**src/rtl/ws2812_frame_scheduler_pkg.sv**
```systemverilog
// Shared definitions for the WS2812 frame scheduler: FSM states, output color
// order, timing formulas and the per-channel brightness scale.
package ws2812_frame_scheduler_pkg;

    typedef enum logic [2:0] {
        ST_IDLE,
        ST_FETCH,
        ST_LOAD,
        ST_SHIFT,
        ST_LATCH,
        ST_DONE
    } state_e;

    typedef enum logic [0:0] {
        ORDER_RGB,
        ORDER_GRB
    } color_order_e;

    localparam color_order_e COLOR_ORDER = ORDER_GRB;

    // 64-bit product keeps us * f_clk from overflowing for fast clocks.
    function automatic int unsigned treset_cycles(input int unsigned f_clk,
                                                  input int unsigned us);
        return 32'((64'(us) * 64'(f_clk)) / 64'd1_000_000);
    endfunction

    function automatic int unsigned refresh_cycles(input int unsigned f_clk,
                                                   input int unsigned hz);
        return (hz == 0) ? 1 : f_clk / hz;
    endfunction

    function automatic logic [7:0] scale8(input logic [7:0] c,
                                          input logic [7:0] b);
        logic [15:0] prod;
        prod = 16'(c) * (16'(b) + 16'd1);
        return 8'(prod >> 8);
    endfunction

endpackage

```
**src/rtl/ws2812_pixel_scale.sv**
```systemverilog
// Combinational brightness scaling of an {R,G,B} pixel, reordered into the
// wire order expected by the LED chain.
module ws2812_pixel_scale
    import ws2812_frame_scheduler_pkg::*;
(
    input  logic [23:0] Pixel_In,
    input  logic [7:0]  Brightness,
    output logic [23:0] Pixel_Out
);

    logic [7:0] red;
    logic [7:0] green;
    logic [7:0] blue;

    always_comb begin
        red   = scale8(Pixel_In[23:16], Brightness);
        green = scale8(Pixel_In[15:8],  Brightness);
        blue  = scale8(Pixel_In[7:0],   Brightness);
        case (COLOR_ORDER)
            ORDER_GRB: Pixel_Out = {green, red, blue};
            default:   Pixel_Out = {red, green, blue};
        endcase
    end

endmodule

```
**src/rtl/ws2812_frame_scheduler.sv**
```systemverilog
// Frame scheduler for a WS2812 chain: fetches pixels, scales and reorders them,
// feeds an external serializer one pixel at a time and inserts the latch gap.
module ws2812_frame_scheduler
    import ws2812_frame_scheduler_pkg::*;
#(
    parameter int unsigned F_CLK      = 12_000_000,
    parameter int unsigned ADDR_W     = 8,
    parameter int unsigned TRESET_US  = 60,
    parameter int unsigned REFRESH_HZ = 30
) (
    input  logic              Clk,
    input  logic              Reset_n,
    input  logic              Start,
    input  logic              Auto_En,
    input  logic [ADDR_W:0]   Num_Pixels,
    input  logic [7:0]        Brightness,
    output logic              Pix_Req,
    output logic [ADDR_W-1:0] Pix_Addr,
    input  logic [23:0]       Pix_Data,
    input  logic              Pix_Valid,
    output logic              Ser_Load,
    output logic [23:0]       Ser_Data,
    input  logic              Ser_Busy,
    input  logic              Ser_Done,
    output logic              Busy,
    output logic              Frame_Done,
    output logic              Underrun
);

    localparam int unsigned MAX_PIXELS  = 2 ** ADDR_W;
    localparam int unsigned TRESET      = treset_cycles(F_CLK, TRESET_US);
    localparam int unsigned LATCH_CYC   = (TRESET == 0) ? 1 : TRESET;
    localparam int unsigned REFRESH_CYC = refresh_cycles(F_CLK, REFRESH_HZ);
    localparam int unsigned CW = (LATCH_CYC > 1) ? $clog2(LATCH_CYC) : 1;
    localparam int unsigned RW = (REFRESH_CYC > 1) ? $clog2(REFRESH_CYC) : 1;

    state_e          state_q;
    state_e          state_nxt;
    logic [ADDR_W:0] num_q;
    logic [ADDR_W:0] idx_q;
    logic [ADDR_W:0] num_clamped;
    logic [7:0]      bright_q;
    logic [23:0]     pf_data_q;
    logic            pf_valid_q;
    logic [23:0]     scaled;
    logic [CW-1:0]   latch_cnt_q;
    logic [RW-1:0]   ref_cnt_q;
    logic            refresh_wrap;
    logic            tick;
    logic            frame_start;
    logic            more_px;
    logic            fetching;
    logic            capture;

    assign num_clamped  = (Num_Pixels > (ADDR_W+1)'(MAX_PIXELS)) ?
                          (ADDR_W+1)'(MAX_PIXELS) : Num_Pixels;
    assign refresh_wrap = (ref_cnt_q == RW'(REFRESH_CYC - 1));
    assign tick         = Auto_En && refresh_wrap;
    assign frame_start  = (state_q == ST_IDLE) && (Start || tick);
    assign more_px      = (idx_q < num_q);
    // The pending fetch always targets idx_q: the prefetch slot holds pixel
    // idx_q once valid, and idx_q only advances when that slot is loaded.
    assign fetching     = ((state_q == ST_FETCH) || (state_q == ST_LOAD) ||
                           (state_q == ST_SHIFT)) && !pf_valid_q && more_px;
    assign capture      = fetching && Pix_Valid;

    ws2812_pixel_scale u_scale (
        .Pixel_In   (Pix_Data),
        .Brightness (bright_q),
        .Pixel_Out  (scaled)
    );

    always_ff @(posedge Clk or negedge Reset_n) begin
        if (!Reset_n) begin
            ref_cnt_q <= '0;
        end else if (!Auto_En || refresh_wrap) begin
            ref_cnt_q <= '0;
        end else begin
            ref_cnt_q <= ref_cnt_q + RW'(1);
        end
    end

    always_ff @(posedge Clk or negedge Reset_n) begin
        if (!Reset_n) begin
            state_q <= ST_IDLE;
        end else begin
            state_q <= state_nxt;
        end
    end

    always_comb begin
        state_nxt = state_q;
        case (state_q)
            ST_IDLE: begin
                if (frame_start) begin
                    state_nxt = (num_clamped == '0) ? ST_LATCH : ST_FETCH;
                end
            end
            ST_FETCH: if (capture) state_nxt = ST_LOAD;
            ST_LOAD:  if (pf_valid_q && !Ser_Busy) state_nxt = ST_SHIFT;
            ST_SHIFT: if (Ser_Done) state_nxt = more_px ? ST_LOAD : ST_LATCH;
            ST_LATCH: if (latch_cnt_q == CW'(LATCH_CYC - 1)) state_nxt = ST_DONE;
            ST_DONE:  state_nxt = ST_IDLE;
            default:  state_nxt = ST_IDLE;
        endcase
    end

    always_comb begin
        Busy       = (state_q != ST_IDLE);
        Pix_Req    = fetching;
        Ser_Load   = (state_q == ST_LOAD) && pf_valid_q && !Ser_Busy;
        Frame_Done = (state_q == ST_DONE);
        Underrun   = (state_q == ST_SHIFT) && Ser_Done && more_px && !pf_valid_q;
        Pix_Addr   = idx_q[ADDR_W-1:0];
        Ser_Data   = pf_data_q;
    end

    always_ff @(posedge Clk or negedge Reset_n) begin
        if (!Reset_n) begin
            num_q      <= '0;
            bright_q   <= '0;
            idx_q      <= '0;
            pf_data_q  <= '0;
            pf_valid_q <= 1'b0;
        end else if (frame_start) begin
            num_q      <= num_clamped;
            bright_q   <= Brightness;
            idx_q      <= '0;
            pf_valid_q <= 1'b0;
        end else begin
            if (capture) begin
                pf_data_q  <= scaled;
                pf_valid_q <= 1'b1;
            end
            if (Ser_Load) begin
                pf_valid_q <= 1'b0;
                idx_q      <= idx_q + (ADDR_W+1)'(1);
            end
        end
    end

    always_ff @(posedge Clk or negedge Reset_n) begin
        if (!Reset_n) begin
            latch_cnt_q <= '0;
        end else if (state_q == ST_LATCH) begin
            latch_cnt_q <= latch_cnt_q + CW'(1);
        end else begin
            latch_cnt_q <= '0;
        end
    end

endmodule

```
**config.mk**
```make
export PLATFORM = sky130hd
export DESIGN_NAME = ws2812_frame_scheduler
export DESIGN_NICKNAME = d
export VERILOG_FILES = /design/src/rtl/ws2812_frame_scheduler_pkg.sv /design/src/rtl/ws2812_pixel_scale.sv /design/src/rtl/ws2812_frame_scheduler.sv
export SDC_FILE = /design/constraint.sdc
export NUM_CORES = 1
export LEC_CHECK = 0
export CAP_MARGIN = 10
export CORE_AREA = 5 5 120 236
export DETAILED_ROUTE_END_ITERATION = 10
export DIE_AREA = 0 0 125 241
export PLACE_DENSITY = 0.69
export SLEW_MARGIN = 20
export SYNTH_ARGS = -nofsm -noshare
export SYNTH_HDL_FRONTEND = slang
export SYNTH_SLANG_ARGS = --single-unit
```
**constraint.sdc**
```tcl
create_clock -name Clk -period 7.09 [get_ports Clk]
set_input_delay 1.418 -clock Clk [delete_from_list [all_inputs] [get_ports Clk]]
set_output_delay 1.418 -clock Clk [all_outputs]
set_load 0.1 [all_outputs]
```
* Word-level counts from Yosys, hierarchy flattened
Cells that the tools add are included.
** Word-level totals
- Register bits after elaboration :: 83
- Bits of input ports :: 48
- Output and inout bits :: 37
- Logic and storage cells :: 71
** Operators by class
- Add/sub/neg operators :: 4
- Multiply operators :: 3
- Order comparisons :: 2
- Eq/ne operators :: 12
- Multiplexer cells :: 16
- Bitwise gates (word level) :: 1
- Reduce and logical (&&, ||, !) cells :: 25
** Operators by type and width (count)
- multiplier 8 x 16 -> 16 bit :: 2
- two-way mux 9 bit :: 3
- two-way mux 3 bit :: 7
- adder 19 x 1 -> 19 bit (second input constant) :: 1
- equality test 19 bit (second input constant) :: 1
- two-way mux 19 bit :: 1
- multiplier 8 x 9 -> 16 bit :: 1
- one-hot mux 3 bit (5 select lines) :: 1
- logical AND 1 bit :: 11
- adder 10 x 1 -> 10 bit (second input constant) :: 1
- equality test 10 bit (second input constant) :: 1
- two-way mux 10 bit :: 1
- != test 2 bit (second input constant) :: 5
- adder 8 x 1 -> 9 bit (second input constant) :: 1
- adder 9 x 1 -> 9 bit (second input constant) :: 1
- > comparator 9 bit (second input constant) :: 1
- zero test 9 bit :: 1
- < comparator 9 bit :: 1
- equality test 3 x 2 -> 1 bit (second input constant) :: 2
- equality test 3 bit (second input constant) :: 2
- nonzero test 3 bit :: 2
- AND reduction 5 bit :: 1
- logical OR 1 bit :: 4
- equality test 3 x 1 -> 1 bit (second input constant) :: 1
- 6 further kinds :: 10

* Logic depth before layout (Yosys ltp)
- Depth in word-level cells :: 9
- Mapped depth :: 20
- Mapped depth without buffers :: 20

* By module
Synthesis repeated with hierarchy kept, for this count alone.
** Second synthesis, totals
- Cells, all modules :: 1087
- Area, all modules :: 10390.0 um^2
** By module, submodules not included
- ws2812_pixel_scale :: times used 1, cells an instance 728, area an instance 6374.9 um^2, sequential area each 0.0 um^2
- ws2812_frame_scheduler :: times used 1, cells an instance 359, area an instance 4015.1 um^2, sequential area each 2077.0 um^2

* Least setup slack after synthesis
No wires, ideal clock.
- Path kind :: register to output
- From :: reg idx_q[6]
- To :: out Pix_Req
- Arrival time :: 4403 ps
- Required time :: 5672 ps
- Slack :: 1269 ps
- Stages on the path, launching flop included :: 7
- Buffers on the path :: 0
- Cell sequence :: dfrtp_1 -> ha_1 -> o211a_1 -> a211oi_1 -> nor4b_1 -> or2_2 -> nor4_1
** Between the ends
- Cells in the longest elaborated chain, start to end :: 2
** RTL lines
- start, declared :: line ws2812_frame_scheduler.sv:40 : logic [ADDR_W:0] idx_q;
- start signal, assigned :: line ws2812_frame_scheduler.sv:137 : idx_q <= idx_q + (ADDR_W+1)'(1);
- < comparator 9 bit :: line ws2812_frame_scheduler.sv:60 : assign more_px = (idx_q < num_q);
- logical AND 1 bit :: line ws2812_frame_scheduler.sv:64 : (state_q == ST_SHIFT)) && !pf_valid_q && more_px;
- end, declared :: line ws2812_frame_scheduler.sv:17 : output logic Pix_Req,
Every way passes these cells.

* Worst setup path in the final report
- From :: reg bright_q[1]
- To :: reg pf_data_q[23], in the netlist Ser_Data[23]
** Between the ends
- Cells in the longest elaborated chain, start to end :: 2
** RTL lines
- start, declared :: line ws2812_frame_scheduler.sv:42 : logic [7:0] bright_q;
- start signal, assigned :: line ws2812_frame_scheduler.sv:127 : bright_q <= Brightness;
- adder 8 x 1 -> 9 bit :: line ws2812_frame_scheduler_pkg.sv:35 : prod = 16'(c) * (16'(b) + 16'd1);
- multiplier 8 x 16 -> 16 bit :: line ws2812_frame_scheduler_pkg.sv:35
- end signal, assigned :: line ws2812_frame_scheduler.sv:132 : pf_data_q <= scaled;
- end, declared :: line ws2812_frame_scheduler.sv:43 : logic [23:0] pf_data_q;
Every way passes these cells.
A chain may end at the register's enable or synchronous reset.

==> impl_metrics.tcl <==
set metrics [dict create \
    min_period_ps 5970 \
    skew_ps 9.57 \
    hold_viol_final 0 \
    die-area_um2 30100 \
    syn_to_final_growth_pct 14.3 \
    synthArstFlopShare_pct 100 \
    clkSlewWorstSetupHoldPaths_ps 60 \
    core_area_um2 26200 \
    antenna_found_initial 0 \
    grt_max_degree 62 \
    min-delay-path-class "register to register" \
    nNetsFinal 1458 \
    status "completed" \
    ys.flop_type "dfrtp_1" \
    fin_crit_sh_pct 84.2 \
    slew_headroom_pct 26.1 \
    dpl.hpwl_um 20000 \
    cts_buffers 9 \
    placedCellCount 1515 \
    cts.sinks 83 \
    crit_type "register to register" \
    clockBufferDepth 2 \
    grt_pass1_wl_um 41600 \
    wl_met3_um 631 \
    ys_ff_latch 83 \
    critPathTopFamily "adder cells" \
    drv_cap 0 \
    first_iter_violations 234 \
    cp.required_ps 7310 \
    n_antenna_cell 0 \
    setup_viol 0 \
    path_cells "ha_1, nand2_1, nor2_1, xor2_1, buf_4, and2_1, fa_1, fa_1, fa_1, inv_1, fa_1, inv_1, ha_1, and3_1, o2111ai_1, o2bb2ai_1, a41oi_1, xnor2_1, o21ai_0" \
    cp.arrival_ps 6190 \
    drc 0 \
    cp-end-kind "register" \
    slowest_stage "xor2_1" \
    synth_area_per_cell_um2 9.24 \
    die_w_um 125 \
    drive_above_1_share_pct 4.13 \
    grt_overflow_total 0 \
    wl_met1_um 8800 \
    yosysUniqueCellTypes 53 \
    syn_inst 1116 \
    slew_viol_final 0 \
    slowest_delay_ps 820 \
    clock.fmax_mhz 167 \
    grt_pass1_vias 8663 \
    cts_tree "yes" \
    first_pass_iters 4 \
    netlist_area_um2 10300 \
    yosys_warnings 0 \
    gp_congestion 0.820 \
    ant_nets 0 \
    grt_usage_pct 17.2 \
    initial_core_util_pct 39.4 \
    top_layer "met4" \
    cp_num_buf_inv 3 \
    crit_fanout 16 \
    viasPerCell 5.04 \
    setup_tns_ps 0 \
    clock_latency_ps 360 \
    vias 7713 \
    rsz0062_at_grt "false" \
    numPortBuffers 84 \
    worstMarginPinSlew_ps 1100 \
    postCtsSetupRepairBufs 0 \
    die_h_um 241 \
    dr_wl_met2_um 14300 \
    cts-resized-gates 0 \
    synth_edf_count 0 \
    num_rows 84 \
    wl_per_cell_um 16.1 \
    seq_area_frac_synth_pct 20.2 \
    io_pins 85 \
    drt_wl_total_um 24600 \
    synth_fp_nets 1392 \
    cts_hold_buf 0 \
    r2r_slack_ps 1120 \
    cts_root_buffer "clkbuf_16" \
    final_cells 1531 \
    crit_path_start_kind "register" \
    htree_levels 3 \
    path_common_cell "fa_1" \
]
-- layout make-up --
class / instances / area [µm²]
Clock buffer: 10 / 229
Clock inverter: 6 / 62.6
Fill cell: 2463 / 14400
Inverter: 171 / 642
Multi-Input combinational cell: 822 / 7410
Sequential cell: 83 / 2080
Tap cell: 344 / 430
Timing Repair Buffer: 95 / 921
-- sequential cells by signal, indices dropped and copies added (netlist names) --
| name | cells |
|---|---|
| Ser_Data | 24 |
| ref_cnt_q | 19 |
| latch_cnt_q | 10 |
| idx_q | 9 |
| num_q | 9 |
| bright_q | 8 |
| state_q | 3 |
| pf_valid_q | 1 |
-- worst register-to-register path: stages (launching register included) --
cell	delay (ps)
dfrtp_1	400
ha_1	230
nand2_1	100
nor2_1	120
xor2_1	820
buf_4	370
and2_1	180
fa_1	440
fa_1	490
fa_1	550
inv_1	50
fa_1	530
inv_1	40
ha_1	340
and3_1	200
o2111ai_1	110
o2bb2ai_1	410
a41oi_1	200
xnor2_1	160
o21ai_0	90
-- placed cells by master (no fill, tap or decap), drive strengths merged, types with 17 or more instances in the layout --
| master | count |
|---|---|
| inv | 173 |
| and2 | 144 |
| fa | 120 |
| ha | 108 |
| nand2 | 100 |
| dfrtp | 83 |
| clkdlybuf4s50 | 83 |
| nor2 | 52 |
| xnor2 | 36 |
| o21ai | 34 |
| xor2 | 31 |
| nor2b | 19 |
| nand3 | 17 |
| a21oi | 17 |
-- final timing paths --
kind	cells past startpoint	to	start
setup / recovery	19	Ser_Data[23]$_DFFE_PN0P_	bright_q[1]$_DFFE_PN0P_
hold / removal	1	latch_cnt_q[0]$_DFF_PN0_	latch_cnt_q[0]$_DFF_PN0_
setup reg to reg	19	Ser_Data[23]$_DFFE_PN0P_	bright_q[1]$_DFFE_PN0P_
hold reg to reg	1	latch_cnt_q[0]$_DFF_PN0_	latch_cnt_q[0]$_DFF_PN0_
max in group asynchronous	2	bright_q[4]$_DFFE_PN0P_	Reset_n
min in group asynchronous	1	ref_cnt_q[6]$_DFF_PN0_	Reset_n
-- Yosys cell counts (4+ instances only) --
cell / n / share of area, %
o21ai_0: 34 / 1.7
nand2b_1: 14 / 0.85
a21o_1: 9 / 0.66
nor3_1: 8 / 0.39
and2_1: 144 / 8.7
mux2i_1: 8 / 0.78
buf_2: 5 / 0.24
clkbuf_1: 25 / 0.91
nand2_1: 100 / 3.6
a211oi_1: 7 / 0.51
buf_4: 8 / 0.58
fa_1: 120 / 23
or3_1: 9 / 0.55
xnor2_1: 36 / 3.1
nor2_1: 51 / 1.9
nor4_1: 6 / 0.36
and3_1: 4 / 0.24
nand3_1: 17 / 0.83
a21oi_1: 17 / 0.83
a31oi_1: 11 / 0.67
nor2b_1: 19 / 1.2
inv_1: 171 / 6.2
ha_1: 108 / 13
nand4_1: 11 / 0.67
o21a_1: 8 / 0.58
dfrtp_1: 83 / 20
xor2_1: 31 / 2.6
mux2_2: 10 / 1.1
-- cell families (layout without fill, tap and decap cells) --
family | Yosys count | in the layout | synth area share (%)
compound gates | 110 | 110 | 7.03
mux | 18 | 18 | 1.87
xor+xnor | 67 | 67 | 5.69
buf+inv | 211 | 282 | 8.18
simple gates | 399 | 399 | 20.7
flops | 83 | 83 | 20.2
fa+ha+maj | 228 | 228 | 36.4
-- per-stage QoR --
stage | area (µm²) | hold slack, ps | util [%] | setup slack, ps
5_1_grt | 11800 | 493 | 45.0 | 816
3_3_place_gp | 11500 | 447 | 43.9 | 975
3_5_place_dp | 11500 | 459 | 43.9 | 887
6_report | 11800 | 467 | 45.0 | 1120
4_1_cts | 11800 | 468 | 45.0 | 1080
2_1_floorplan | 10300 | 433 | - | 1270
-- metal layers --
metal  vias to the layer above  global-route usage, %
met5                         -                      0
met4                         0                   7.80
met3                        58                   2.55
met2                       126                   34.1
met1                      3862                   17.5
li1                       3667                      -
Power is left out: the tool's default activity adds up to more than one toggle a clock period on the data nets, which glitch-free logic cannot reach.
